[config.mk]
export PLATFORM = sky130hd
export DESIGN_NAME = inout_sram_reader_flat
export DESIGN_NICKNAME = d
export VERILOG_FILES = /design/src/rtl/accel_pkg.sv /design/src/rtl/ram_intf.sv /design/src/rtl/rd_skid_fifo.sv /design/src/rtl/inout_sram_reader.sv /design/src/flat_wrapper.sv
export SDC_FILE = /design/constraint.sdc
export NUM_CORES = 1
export LEC_CHECK = 0
export BUFFER_PORTS_ARGS = -buffer_cell sky130_fd_sc_hd__buf_2
export CORE_MARGIN = 2
export CORE_UTILIZATION = 62
export CTS_BUF_LIST = sky130_fd_sc_hd__clkbuf_2
export DETAILED_ROUTE_END_ITERATION = 16
export HOLD_SLACK_MARGIN = 0.03
export PLACE_DENSITY_LB_ADDON = 0.3
export SETUP_SLACK_MARGIN = 0.5
export SLEW_MARGIN = 10
export SYNTH_ARGS = -nofsm -noshare
export SYNTH_HDL_FRONTEND = slang
export SYNTH_HIERARCHICAL = 1
export SYNTH_SLANG_ARGS = --single-unit
[constraint.sdc]
create_clock -name clk -period 8.5 [get_ports clk]
set_input_delay 0.85 -clock clk [delete_from_list [all_inputs] [get_ports clk]]
set_output_delay 0.85 -clock clk [all_outputs]
set_load 0.01 [all_outputs]
[src/rtl/accel_pkg.sv]
// Shared types and constants for the accelerator's InOut SRAM datapath.
package accel_pkg;

  typedef enum logic [1:0] {
    IDLE  = 2'd0,
    RUN   = 2'd1,
    DRAIN = 2'd2,
    DONE  = 2'd3
  } rd_state_t;

  localparam int INOUT_ADDR_W = 18;
  localparam int INOUT_DATA_W = 16;
  // Banks 6/7 are not populated, so the last word sits at 0x2FFFF.
  localparam logic [INOUT_ADDR_W-1:0] INOUT_MAX_ADDR = 18'h2FFFF;

endpackage

[src/rtl/ram_intf.sv]
// InOut SRAM port: the compute side drives the request, the SRAM returns R_data.
interface ram_intf;
  import accel_pkg::*;

  logic                    cs;
  logic                    oe;
  logic                    web;
  logic [INOUT_ADDR_W-1:0] addr;
  logic [INOUT_DATA_W-1:0] W_data;
  logic [INOUT_DATA_W-1:0] R_data;

  modport compute (output cs, oe, web, addr, W_data, input R_data);
  modport sram    (input cs, oe, web, addr, W_data, output R_data);

endinterface

[src/rtl/rd_skid_fifo.sv]
// Two-entry FIFO that absorbs the SRAM read latency; the head is always visible.
module rd_skid_fifo #(
  parameter int DATA_W = 16
) (
  input  logic              clk,
  input  logic              rst,
  input  logic              push_i,
  input  logic [DATA_W-1:0] push_data_i,
  input  logic              pop_i,
  output logic [DATA_W-1:0] head_o,
  output logic [1:0]        count_o
);

  logic [DATA_W-1:0] slot_q [2];
  logic              wr_ptr_q;
  logic              rd_ptr_q;
  logic [1:0]        count_q;

  // NOTE: the data slots carry no reset; count_q alone says which slots hold live data.
  always_ff @(posedge clk) begin
    if (push_i) slot_q[wr_ptr_q] <= push_data_i;
  end

  always_ff @(posedge clk) begin
    if (rst) begin
      wr_ptr_q <= 1'b0;
      rd_ptr_q <= 1'b0;
      count_q  <= 2'd0;
    end else begin
      if (push_i) wr_ptr_q <= ~wr_ptr_q;
      if (pop_i)  rd_ptr_q <= ~rd_ptr_q;
      count_q <= count_q + 2'(push_i) - 2'(pop_i);
    end
  end

  assign head_o  = slot_q[rd_ptr_q];
  assign count_o = count_q;

endmodule

[src/rtl/inout_sram_reader.sv]
// Streaming read engine: sequential halfword reads from the InOut SRAM,
// delivered on a valid/ready stream with a credit-limited 2-entry buffer.
module inout_sram_reader
  import accel_pkg::*;
#(
  parameter int                 ADDR_W   = INOUT_ADDR_W,
  parameter int                 LEN_W    = 18,
  parameter int                 DATA_W   = INOUT_DATA_W,
  parameter logic [ADDR_W-1:0]  MAX_ADDR = INOUT_MAX_ADDR
) (
  input  logic              clk,
  input  logic              rst,
  input  logic              start,
  input  logic [ADDR_W-1:0] base_addr,
  input  logic [LEN_W-1:0]  len,
  output logic              busy,
  output logic              done,
  output logic              err,
  output logic              out_valid,
  input  logic              out_ready,
  output logic [DATA_W-1:0] out_data,
  ram_intf.compute          mem
);

  localparam logic [1:0] S_IDLE  = IDLE;
  localparam logic [1:0] S_RUN   = RUN;
  localparam logic [1:0] S_DRAIN = DRAIN;
  localparam logic [1:0] S_DONE  = DONE;

  logic [1:0]        state_q, state_d;
  logic [ADDR_W-1:0] addr_q, addr_d;
  logic [LEN_W-1:0]  remaining_q, remaining_d;
  logic              inflight_q;
  logic              err_q, err_d;

  logic [1:0]        count;
  logic              pop;
  logic              issue;
  logic [2:0]        occupancy;
  logic [LEN_W:0]    last_addr;
  logic              range_bad;

  assign out_valid = (count != 2'd0);
  assign pop       = out_valid & out_ready;

  // Beats that will still be held after this cycle's pop; a new read needs a free slot.
  assign occupancy = {1'b0, count} + 3'(inflight_q) - 3'(pop);
  assign issue     = (state_q == S_RUN) && (remaining_q != '0) && (occupancy < 3'd2);

  // One extra bit so a window running past the top address cannot wrap back in range.
  assign last_addr = (LEN_W+1)'(base_addr) + {1'b0, len} - (LEN_W+1)'(1);
  assign range_bad = last_addr > (LEN_W+1)'(MAX_ADDR);

  // NOTE: every next-state variable is defaulted first so this block cannot infer a latch.
  always_comb begin
    state_d     = state_q;
    addr_d      = addr_q;
    remaining_d = remaining_q;
    err_d       = 1'b0;
    case (state_q)
      S_IDLE: begin
        if (start) begin
          if (len == '0) begin
            state_d = S_DONE;
          end else if (range_bad) begin
            err_d = 1'b1;
          end else begin
            addr_d      = base_addr;
            remaining_d = len;
            state_d     = S_RUN;
          end
        end
      end
      S_RUN: begin
        if (issue) begin
          addr_d      = addr_q + ADDR_W'(1);
          remaining_d = remaining_q - LEN_W'(1);
          if (remaining_q == LEN_W'(1)) state_d = S_DRAIN;
        end
      end
      S_DRAIN: begin
        if (!inflight_q && (occupancy == 3'd0)) state_d = S_DONE;
      end
      default: state_d = S_IDLE;
    endcase
  end

  // NOTE: sequential state uses non-blocking assignments so all registers see pre-edge values.
  always_ff @(posedge clk) begin
    if (rst) begin
      state_q     <= S_IDLE;
      addr_q      <= '0;
      remaining_q <= '0;
      inflight_q  <= 1'b0;
      err_q       <= 1'b0;
    end else begin
      state_q     <= state_d;
      addr_q      <= addr_d;
      remaining_q <= remaining_d;
      inflight_q  <= issue;
      err_q       <= err_d;
    end
  end

  rd_skid_fifo #(.DATA_W(DATA_W)) u_fifo (
    .clk         (clk),
    .rst         (rst),
    .push_i      (inflight_q),
    .push_data_i (mem.R_data[DATA_W-1:0]),
    .pop_i       (pop),
    .head_o      (out_data),
    .count_o     (count)
  );

  assign busy = (state_q != S_IDLE);
  assign done = (state_q == S_DONE);
  assign err  = err_q;

  // The SRAM gates its output with OE in the cycle after the address, so hold it through DRAIN.
  assign mem.cs     = issue;
  assign mem.oe     = (state_q == S_RUN) || (state_q == S_DRAIN);
  assign mem.web    = 1'b1;
  assign mem.addr   = addr_q;
  assign mem.W_data = '0;

endmodule

[src/flat_wrapper.sv]
// flat-port wrapper written by rule: the top's interface ports become plain ports
module inout_sram_reader_flat import accel_pkg::*;
#(
  parameter int                 ADDR_W   = INOUT_ADDR_W,
  parameter int                 LEN_W    = 18,
  parameter int                 DATA_W   = INOUT_DATA_W,
  parameter logic [ADDR_W-1:0]  MAX_ADDR = INOUT_MAX_ADDR
)
  (clk, rst, start, base_addr, len, busy, done, err, out_valid, out_ready, out_data, mem_cs, mem_oe, mem_web, mem_addr, mem_W_data, mem_R_data);
  ram_intf mem_i ();
  input  logic clk;
  input  logic rst;
  input  logic start;
  input  logic [ADDR_W-1:0] base_addr;
  input  logic [LEN_W-1:0] len;
  output logic busy;
  output logic done;
  output logic err;
  output logic out_valid;
  input  logic out_ready;
  output logic [DATA_W-1:0] out_data;
  output wire logic [$bits(mem_i.cs)-1:0] mem_cs;
  output wire logic [$bits(mem_i.oe)-1:0] mem_oe;
  output wire logic [$bits(mem_i.web)-1:0] mem_web;
  output wire logic [$bits(mem_i.addr)-1:0] mem_addr;
  output wire logic [$bits(mem_i.W_data)-1:0] mem_W_data;
  input wire logic [$bits(mem_i.R_data)-1:0] mem_R_data;
  assign mem_cs = mem_i.cs;
  assign mem_oe = mem_i.oe;
  assign mem_web = mem_i.web;
  assign mem_addr = mem_i.addr;
  assign mem_W_data = mem_i.W_data;
  assign mem_i.R_data = mem_R_data;
  inout_sram_reader #(.ADDR_W(ADDR_W), .LEN_W(LEN_W), .DATA_W(DATA_W), .MAX_ADDR(MAX_ADDR)) u_core (.clk(clk), .rst(rst), .start(start), .base_addr(base_addr), .len(len), .busy(busy), .done(done), .err(err), .out_valid(out_valid), .out_ready(out_ready), .out_data(out_data), .mem(mem_i));
endmodule
==> flow_summary.yaml, run 1 <==
drt:
  routed_wl_um: 13900
  vias: 4955
  ant_nets: 0
  dr.first_iter.drc_count: 514
  wl_per_cell_um: 17.0
  drcViolationCount: 0
  viasPerCell: 6.07
  dr.pass1.iters: 6
timing:
  fin_crit_ps: 4350
  whs_ps: 466
  period_share: 0.511
  final_max_slew_viol_count: 0
  fin_skew_ps: 32.4
  tns_ps: 0
  setup_viol: 0
  slew_headroom: 0.359
  fmax_mhz: 230
  rsz0062_at_grt: "no"
  tightest_slew_ps: 953
  hold_viol_final: 0
critical_path:
  cp_max_fo: 15
  reg2reg_from: "u_core/u_fifo/count_o[1]$_SDFF_PP0_"
  end_kind: "output port"
  path_buf_inv: 5
  endpoint: "mem_cs"
  worst-path-stages: 14
  critical-path-max-stage-delay_ps: 420
  ff2ff_path_depth: 15
  required_ps: 7650
  crit_top_cell: "inv_1"
  worstPathArrival_ps: 3500
  critPathTopFamily: "simple AND/OR/NAND/NOR gates"
  r2r_slack_ps: 5050
  rr_endpoint: "u_core/state_q[1]$_SDFFE_PP0P_"
  critical_path_class: "reg -> out"
  crit_path_start: "u_core/u_fifo/count_o[1]$_SDFF_PP0_"
  startpoint_type: "flip-flop"
  crit_slowest_cell: "dfxtp_1"
  crit_chain: "or2_2, and2_1, ha_1, inv_1, ha_1, inv_1, fa_1, xnor2_1, nand2_1, a21oi_1, buf_4, nand2_1, inv_1, buf_2"
floorplanning:
  die_h_um: 97.8
  die-area_um2: 9570
  row_count: 34
  ios: 113
  start_util: 0.632
  dieWidth_um: 97.8
  core_area_um2: 8640
placement:
  place_area_um2: 5890
  gp_congestion: 0.919
  dp.final_hpwl_um: 10400
  place.port_buffers: 95
cells_and_area:
  final_area_um2: 6010
  drive_gt1_frac: 0.223
  diodes: 0
  num-nets-final: 807
  multi_input_area_um2: 3010
  area_growth_pct: 10.1
  seq_area_um2: 1860
  fill_cells: 716
  layout_common_cells: "inv_1, buf_2, nor2_1"
  final_common_cell: "inv_1"
global_routing:
  grt_pass1_vias: 4823
  antenna_found_initial: 0
  grt_max_degree: 65
  grtUsageTotal: 0.289
  grt.overflow.total: 0
  grt_first_pass_wirelength_um: 22500
clock_network:
  holdBufCountCts: 0
  clk_path_buf_depth: 2
  h-tree-depth: 3
  root_buffer: "clkbuf_2"
  clk_latency_ps: 550
  cts.sinks: 77
  post_cts_buffers: 0
  cts_made_buffers: 9
  cts_tree: "yes"
  cts_resized: 0
  clkTransAtPathRegs_ps: 240
synth:
  synthesis.instances: 620
  synth-seq-area-share: 0.341
  synth_area_per_cell_um2: 8.81
  synthFlopType: "dfxtp_1"
  ys_ff_latch: 77
  yosys_warnings: 6
  synth_edf_count: 32
  async_reset_ff_frac: 0
  synth_cell_types: 77
  synth.cell_area_um2: 5460
hold_path:
  min_path_type: "in -> reg"
  min-delay-start: "mem_R_data[8]"
power:
  vdd_drop_max_v: 0.000199
  powerDensity_nw_per_um2: 279
  p_leak_nw: 2.71
flow_run:
  maxCapViolCount: 0
outcome:
  status: "finished, final reports clean"
worst min-delay path by stage:
stage / endpoint / slack [ps] / cells past startpoint
floorplan: u_core/remaining_q[6]$_SDFFE_PP0P_ / 450 / 2
global placement: u_core/remaining_q[8]$_SDFFE_PP0P_ / 460 / 2
detailed placement: u_core/remaining_q[8]$_SDFFE_PP0P_ / 480 / 2
CTS: u_core/u_fifo/slot_q[1][3]$_DFFE_PP_ / 440 / 1
global route: u_core/u_fifo/slot_q[0][2]$_DFFE_PP_ / 390 / 1
finish: u_core/u_fifo/slot_q[1][8]$_DFFE_PP_ / 470 / 1
final cells by class:
| type | instances | area share |
|---|---|---|
| Timing Repair Buffer | 99 | 0.0841 |
| Sequential cell | 77 | 0.310 |
| Clock inverter | 7 | 0.0131 |
| Multi-Input combinational cell | 417 | 0.501 |
| Inverter | 99 | 0.0618 |
| Clock buffer | 9 | 0.00749 |
| Tap cell | 108 | 0.0225 |
synthesized netlist by cell type, types with 3 or more instances:
library cell	n	area share
nor4_1	6	0.0069
buf_2	4	0.0037
dfxtp_1	45	0.16
o211ai_1	8	0.011
or3_1	7	0.0080
o31ai_1	3	0.0041
xnor2_1	3	0.0048
buf_4	19	0.026
and2_1	3	0.0034
a31oi_1	8	0.0092
nand2b_1	3	0.0034
buf_6	3	0.0062
nor3_1	12	0.011
inv_1	99	0.068
mux2_2	6	0.012
ha_1	46	0.11
nand2_1	40	0.027
and3_1	8	0.0092
nor2_1	52	0.036
o22ai_1	3	0.0034
mux2_4	10	0.027
clkbuf_1	13	0.0089
nand4_1	7	0.0080
a211oi_1	3	0.0041
edfxtp_1	32	0.18
a22oi_1	4	0.0055
o32ai_1	13	0.021
o211ai_2	3	0.0069
mux2i_1	6	0.011
a21oi_1	46	0.042
nand3_1	15	0.014
o32ai_2	4	0.012
a211oi_2	5	0.011
o21ai_1	6	0.0055
a41oi_1	5	0.0080
o21ai_0	16	0.015
logic make-up (layout without fill, tap and decap cells):
| family | after synthesis | in the layout | share of synthesized area |
|---|---|---|---|
| other | 2 | 17 | 0.00138 |
| and+or+nand+nor | 169 | 169 | 0.152 |
| muxes | 22 | 22 | 0.0509 |
| AOI/OAI and AO/OA | 156 | 156 | 0.214 |
| buffers and inverters | 141 | 214 | 0.118 |
| xor gates and xnor gates | 5 | 5 | 0.0105 |
| DFF | 77 | 77 | 0.341 |
| adders and majority gates | 48 | 48 | 0.113 |
flip-flops by register name, summed over array words and instances, names as in the netlist, named ones only:
register	flops
u_core/remaining_q	18
u_core/u_fifo/wr_ptr_q	1
u_core/err	1
u_core/u_fifo/count_o	2
u_core/u_fifo/slot_q	32
u_core/mem.addr	18
u_core/state_q	2
u_core/u_fifo/rd_ptr_q	1
u_core/inflight_q	1
metal layers:
metal | global-route usage | wire, µm
met1 | 0.366 | 5500
met2 | 0.493 | 6690
met3 | 0.0594 | 1360
met4 | 0.100 | 331
met5 | 0 | 0
power breakdown:
part	switching, mW	internal (mW)
Sequential	0.0759	0.461
Clock	0.144	0.0705
Combinational	0.573	0.354
Total	0.792	0.885
stage by stage:
step           utilization  total power [mW]  instances  worst slack (ps)
2_1_floorplan            -              1.21        635              5000
3_3_place_gp         0.682              1.41        800              4410
3_5_place_dp         0.682              1.44        800              4250
4_1_cts              0.696              1.66        816              4160
5_1_grt              0.696              1.79        816              3970
6_report             0.696              1.68        816              4150
No activity file was read; power rests on OpenSTA's default activity.
==> run 2, diff against run 1 <==
--- a/config.mk
+++ b/config.mk
@@ -5,9 +5,10 @@
 export SDC_FILE = /design/constraint.sdc
 export NUM_CORES = 1
 export LEC_CHECK = 0
+export ABC_AREA = 1
 export BUFFER_PORTS_ARGS = -buffer_cell sky130_fd_sc_hd__buf_2
 export CORE_MARGIN = 2
-export CORE_UTILIZATION = 62
+export CORE_UTILIZATION = 58
 export CTS_BUF_LIST = sky130_fd_sc_hd__clkbuf_2
 export DETAILED_ROUTE_END_ITERATION = 16
 export HOLD_SLACK_MARGIN = 0.03
==> constraint.sdc (replaced) <==
create_clock -name clk -period 4.15 [get_ports clk]
set_input_delay 0.415 -clock clk [delete_from_list [all_inputs] [get_ports clk]]
set_output_delay 0.415 -clock clk [all_outputs]
set_load 0.01 [all_outputs]
==> flow_summary.yaml, run 2 <==
outcome:
  status: "finished, final reports clean"
drt:
  drcViolationCount: 0
  vias: 5402
  ant_nets: 0
  viasPerCell: 5.35
  routed_wl_um: 14600
  dr.first_iter.drc_count: 636
  wl_per_cell_um: 14.4
  dr.pass1.iters: 8
power:
  vdd_drop_max_v: 0.000369
  comb_power_share: 0.578
  pwr-share-clk: 0.100
  internal_power_mw: 1.91
  p_leak_nw: 3.15
  powerDensity_nw_per_um2: 604
  seqPwrFrac: 0.322
  p_sw_frac: 0.506
  switching_power_mw: 1.95
  power_mw: 3.86
clock_network:
  cts_tree: "yes"
  cts.sinks: 77
  clk_latency_ps: 580
  holdBufCountCts: 16
  cts_resized: 0
  clkTransAtPathRegs_ps: 250
  post_cts_buffers: 0
  h-tree-depth: 3
  cts_made_buffers: 9
  root_buffer: "clkbuf_2"
  clk_path_buf_depth: 2
synth:
  synth_area_leaders: "edfxtp_1, dfxtp_1, ha_1"
  synth-seq-area-share: 0.328
  ys_ff_latch: 77
  synth_top_family_by_area: "simple AND/OR/NAND/NOR gates"
  synth_area_per_cell_um2: 7.34
  yosysTopAreaCell: "edfxtp_1"
  synthFlopType: "dfxtp_1"
  synthMostInstantiatedCell: "nand2_1"
  synth_edf_count: 32
  synth_mux_area_frac: 0.0384
  async_reset_ff_frac: 0
  synth_fa_ha_area_frac: 0.109
  yosys_warnings: 6
  synth_xor_area_frac: 0.0232
  synth_top_area_frac: 0.169
  synth_common_cells: "nand2_1, inv_1, nand3_1, nor2_1, a21oi_1"
  synth.cell_area_um2: 5670
  synth-compound-area-share: 0.107
  synth_cell_types: 42
  synthesis.instances: 772
  yosys.area_share.simple: 0.252
timing:
  period_share: 0.783
  setup_viol: 0
  rsz0062_at_grt: "no"
  hold_viol_final: 0
  fin_skew_ps: 34.0
  fmax_mhz: 308
  fin_crit_ps: 3250
  whs_ps: 81.7
  slew_headroom: 0.381
  tns_ps: 0
  final_max_slew_viol_count: 0
  tightest_slew_ps: 927
global_routing:
  grt_max_degree: 36
  grt_use_met1: 0.367
  grtUsageTotal: 0.279
  antenna_found_initial: 0
  use_met3: 0.0644
  use_met2: 0.458
  grt_busiest_layer: "met2"
  grt_first_pass_wirelength_um: 22900
  grt_pass1_vias: 4957
  grt.overflow.total: 0
floorplanning:
  die-area_um2: 10600
  core_area_um2: 9640
  die_h_um: 103
  ios: 113
  dieWidth_um: 103
  row_count: 36
  start_util: 0.588
critical_path:
  reg2reg_from: "u_core/u_fifo/count_o[1]$_SDFF_PP0_"
  worstPathArrival_ps: 3750
  startpoint_type: "flip-flop"
  end_kind: "flip-flop"
  cp_max_fo: 35
  critical_path_class: "reg -> reg"
  required_ps: 4650
  crit_path_start: "u_core/u_fifo/count_o[1]$_SDFF_PP0_"
placement:
  place.port_buffers: 95
  gp_congestion: 0.924
  dp.final_hpwl_um: 10900
cells_and_area:
  fill_cells: 872
  drive_gt1_frac: 0.180
  layout_common_cells: "nand2_1, inv_1, buf_2"
  regMostFlops: "u_core/u_fifo/slot_q"
  area_growth_pct: 12.7
  final_common_cell: "nand2_1"
  num-nets-final: 976
  largest_register_ffs: 32
  diodes: 0
hold_path:
  min_path_type: "in -> reg"
  min-delay-start: "start"
flow_run:
  maxCapViolCount: 0
## run 2: changes by cell type in the layout (fill, tap and decap cells not counted), sizes merged, moves of 11 or more
| cell | before | now |
|---|---|---|
| a21oi | 47 | 58 |
| dlygate4sd3 | 0 | 16 |
| inv | 102 | 137 |
| nand2 | 40 | 155 |
| nand3 | 16 | 75 |
| nor2 | 52 | 73 |
| o21ai | 23 | 40 |
| o32ai | 17 | 0 |
## run 2: metrics by stage
stage               utilization  worst slack, ps  instances  area [µm²]
floorplan                     -             1490        787        5730
global placement          0.635             1030        978        6120
detailed placement        0.635              976        978        6120
CTS                       0.663              883       1010        6390
global route              0.663              661       1010        6390
finish                    0.663              902       1010        6390
## run 2: power groups by stage
| stage | sequential, mW | clock (mW) | combinational, mW |
|---|---|---|---|
| 2_1_floorplan | 1.21 | 0 | 1.72 |
| 3_3_place_gp | 1.24 | 0 | 2.11 |
| 3_5_place_dp | 1.25 | 0 | 2.17 |
| 4_1_cts | 1.23 | 0.394 | 2.19 |
| 5_1_grt | 1.27 | 0.429 | 2.47 |
| 6_report | 1.24 | 0.387 | 2.23 |
## run 2: cell type report
cell class              count  area [µm²]  share of cell area
multi-input cells         534        3070               0.480
flip-flops and latches     77        1860               0.291
repair buffers            116         686               0.107
inverters                 134         503              0.0787
well taps                 133         166              0.0261
clock inverters             7        58.8             0.00921
clock buffers               9        45.0             0.00705
## run 2: worst paths after layout
path | slack [ps] | endpoint | cells after the start
worst max-delay path | 900 | u_core/mem.addr[1]$_SDFFE_PP0P_ | 16
worst min-delay path | 80 | u_core/err$_SDFF_PP0_ | 3
worst max register to register | 900 | u_core/mem.addr[1]$_SDFFE_PP0P_ | 16
worst min register to register | 490 | u_core/remaining_q[15]$_SDFFE_PP0P_ | 2
## run 2: cells by family (layout without fill, tap and decap cells)
group,after synthesis,after routing
AND/OR/NAND/NOR,329,329
buffers and inverters,176,266
AO/OA/AOI/OAI,109,109
flip-flops,77,77
adder cells (fa/ha/maj),48,48
multiplexers,16,16
XOR/XNOR,15,15
other,2,17
## run 2: critical path, cell delays in order, from the launching register on
cell	delay, ps
dfxtp_1	540
o21a_1	220
ha_1	260
inv_1	60
ha_1	130
inv_1	50
fa_1	370
xnor2_1	150
nand2_1	90
nor2_1	120
o21ai_2	90
nand2_1	70
o21ai_2	90
nor2_4	350
buf_12	270
nand3_1	110
a21oi_1	180
## run 2: routing by layer
metal,share of wire,wire length (µm)
met5,0,0
met4,0.020,288
met3,0.088,1280
met2,0.48,6930
met1,0.42,6060
==> run 3, diff against run 2 <==
--- a/config.mk
+++ b/config.mk
@@ -5,10 +5,10 @@
 export SDC_FILE = /design/constraint.sdc
 export NUM_CORES = 1
 export LEC_CHECK = 0
-export ABC_AREA = 1
+export ABC_AREA = 0
 export BUFFER_PORTS_ARGS = -buffer_cell sky130_fd_sc_hd__buf_2
 export CORE_MARGIN = 2
-export CORE_UTILIZATION = 58
+export CORE_UTILIZATION = 57
 export CTS_BUF_LIST = sky130_fd_sc_hd__clkbuf_2
 export DETAILED_ROUTE_END_ITERATION = 16
 export HOLD_SLACK_MARGIN = 0.03
==> constraint.sdc (replaced) <==
create_clock -name clk -period 3.1 [get_ports clk]
set_input_delay 0.31 -clock clk [delete_from_list [all_inputs] [get_ports clk]]
set_output_delay 0.31 -clock clk [all_outputs]
set_load 0.01 [all_outputs]
==> flow_summary.yaml, run 3 (synthesis gave the netlist of run 1 again) <==
outcome:
  status: "complete, but fails checks"
  violations: "negative setup slack"
drt:
  routed_wl_um: 16700
  vias: 5408
  ant_nets: 0
  dr.first_iter.drc_count: 526
  dr.pass1.iters: 8
  wl_per_cell_um: 18.8
  viasPerCell: 6.07
  drcViolationCount: 0
cells_and_area:
  drive_gt1_frac: 0.360
  fin_util: 0.765
  largest_register_ffs: 32
  layout_common_cells: "buf_2, inv_1, nor2_1"
  area_growth_pct: 30.0
  final_common_cell: "buf_2"
  regMostFlops: "u_core/u_fifo/slot_q"
  diodes: 0
  fill_cells: 652
  num-nets-final: 861
power:
  seqPwrFrac: 0.241
  p_leak_nw: 3.05
  internal_power_mw: 3.25
  powerDensity_nw_per_um2: 871
  pwr-share-clk: 0.089
  p_sw_frac: 0.475
  switching_power_mw: 2.93
  power_mw: 6.18
  comb_power_share: 0.670
  vdd_drop_max_v: 0.000575
global_routing:
  antenna_found_initial: 0
  grt_max_degree: 39
  grt_pass1_vias: 5193
  grtUsageTotal: 0.305
  grt_first_pass_wirelength_um: 24900
  grt.overflow.total: 0
clock_network:
  clkTransAtPathRegs_ps: 240
  root_buffer: "clkbuf_2"
  h-tree-depth: 3
  cts.sinks: 77
  clk_path_buf_depth: 2
  clk_latency_ps: 600
  cts_tree: "yes"
  cts_made_buffers: 9
timing:
  hold_viol_final: 0
  period_share: 1.04
  fmax_mhz: 310
  rsz0062_at_grt: "yes"
  fin_skew_ps: 41.4
  setup_ws_ps: -122
  slew_headroom: 0.412
  fin_crit_ps: 3220
  final_max_slew_viol_count: 0
  tightest_slew_ps: 881
  setup_viol: 5
placement:
  gp_congestion: 0.975
  place.port_buffers: 95
  dp.final_hpwl_um: 11300
  dp_slack_ps: -6.88
floorplanning:
  start_util: 0.588
  dieWidth_um: 102
  die-area_um2: 10400
  row_count: 35
  ios: 113
  die_h_um: 102
  core_area_um2: 9280
critical_path:
  path_buf_inv: 5
  end_kind: "output port"
  critPathTopFamily: "adder cells"
  critical_path_class: "reg -> out"
  cp_max_fo: 2
  startpoint_type: "flip-flop"
  crit_top_cell: "inv_2"
  required_ps: 2790
  worstPathArrival_ps: 2910
  crit_chain: "or2_4, and2_4, ha_4, inv_2, ha_4, inv_2, fa_2, xnor2_2, nand2_2, a21oi_4, buf_6, nand2_8, inv_2, buf_6"
  critical-path-max-stage-delay_ps: 390
  crit_slowest_cell: "dfxtp_4"
flow_run:
  maxCapViolCount: 0
hold_path:
  min_path_type: "in -> reg"
run 3: changes by cell type in the layout (fill, tap and decap cells not counted), sizes merged, moves of 7 or more:
cell / delta
nand3: -59
o21ai: -17
buf: +33
nand2: -115
o32ai: +17
a211oi: +8
o211ai: +10
xor2: -10
inv: -35
nor2: -21
or3: +7
and3: +8
a21oi: -11
run 3: final cells by class:
cell class | count | area [µm²] | area share
multi-input combinational | 417 | 3540 | 0.498
sequential | 77 | 1870 | 0.263
timing repair buffer | 153 | 1040 | 0.147
inverter | 99 | 377 | 0.0530
tap | 129 | 161 | 0.0227
clock inverter | 7 | 68.8 | 0.00969
clock buffer | 9 | 45.0 | 0.00634
run 3: final timing paths:
check / from / to / slack, ps / cells after the start
worst max-delay path: u_core/u_fifo/count_o[1]$_SDFF_PP0_ / mem_cs / -120 / 14
worst min-delay path: len[13] / u_core/remaining_q[13]$_SDFFE_PP0P_ / 50 / 3
worst max register to register: u_core/u_fifo/count_o[1]$_SDFF_PP0_ / u_core/state_q[1]$_SDFFE_PP0P_ / -60 / 15
worst min register to register: u_core/remaining_q[6]$_SDFFE_PP0P_ / u_core/remaining_q[6]$_SDFFE_PP0P_ / 490 / 2
run 3: repair_timing:
| item | CTS | global route |
|---|---|---|
| cloned | 0 | 1 |
| gates resized for setup | 21 | 45 |
| pin swaps | 11 | 25 |
| hold buffers | 18 | 1 |
| setup buffers | 9 | 7 |
| endpoints found under the setup margin | 40 | 39 |
| endpoints found under the hold margin | 34 | 1 |
run 3: metal layers:
| metal | GRT usage | wire (µm) | vias to the layer above |
|---|---|---|---|
| met4 | 0.107 | 559 | 0 |
| met3 | 0.0376 | 1440 | 69 |
| met2 | 0.554 | 8470 | 386 |
| met5 | 0 | 0 | - |
| met1 | 0.371 | 6280 | 2495 |
| li1 | - | - | 2458 |
run 3: power groups by stage:
stage | registers (mW) | logic, mW | clock network [mW]
4_1_cts | 1.47 | 3.39 | 0.546
6_report | 1.49 | 4.14 | 0.550
5_1_grt | 1.51 | 4.36 | 0.588
3_3_place_gp | 1.47 | 2.76 | 0
3_5_place_dp | 1.49 | 2.84 | 0
2_1_floorplan | 1.45 | 2.08 | 0
run 3: worst reg2reg max path, delay by kind of cell (launching register included):
| kind | cells | cell delay (ps) |
|---|---|---|
| AOI/OAI and AO/OA | 4 | 800 |
| adders and majority gates | 3 | 680 |
| xor gates and xnor gates | 1 | 210 |
| buffers and inverters | 3 | 260 |
| and+or+nand+nor | 4 | 810 |
| DFF | 1 | 390 |
run 3: per-stage QoR:
step                      hold WS, ps  area [µm²]  instances  setup TNS (ps)
after floorplan                   373        5800        635               0
after global placement            460        6340        839               0
after detailed placement          465        6340        839           -6.88
after CTS                        43.9        6790        882            -183
after global routing             30.4        7100        891           -1380
final                            46.2        7100        891            -256
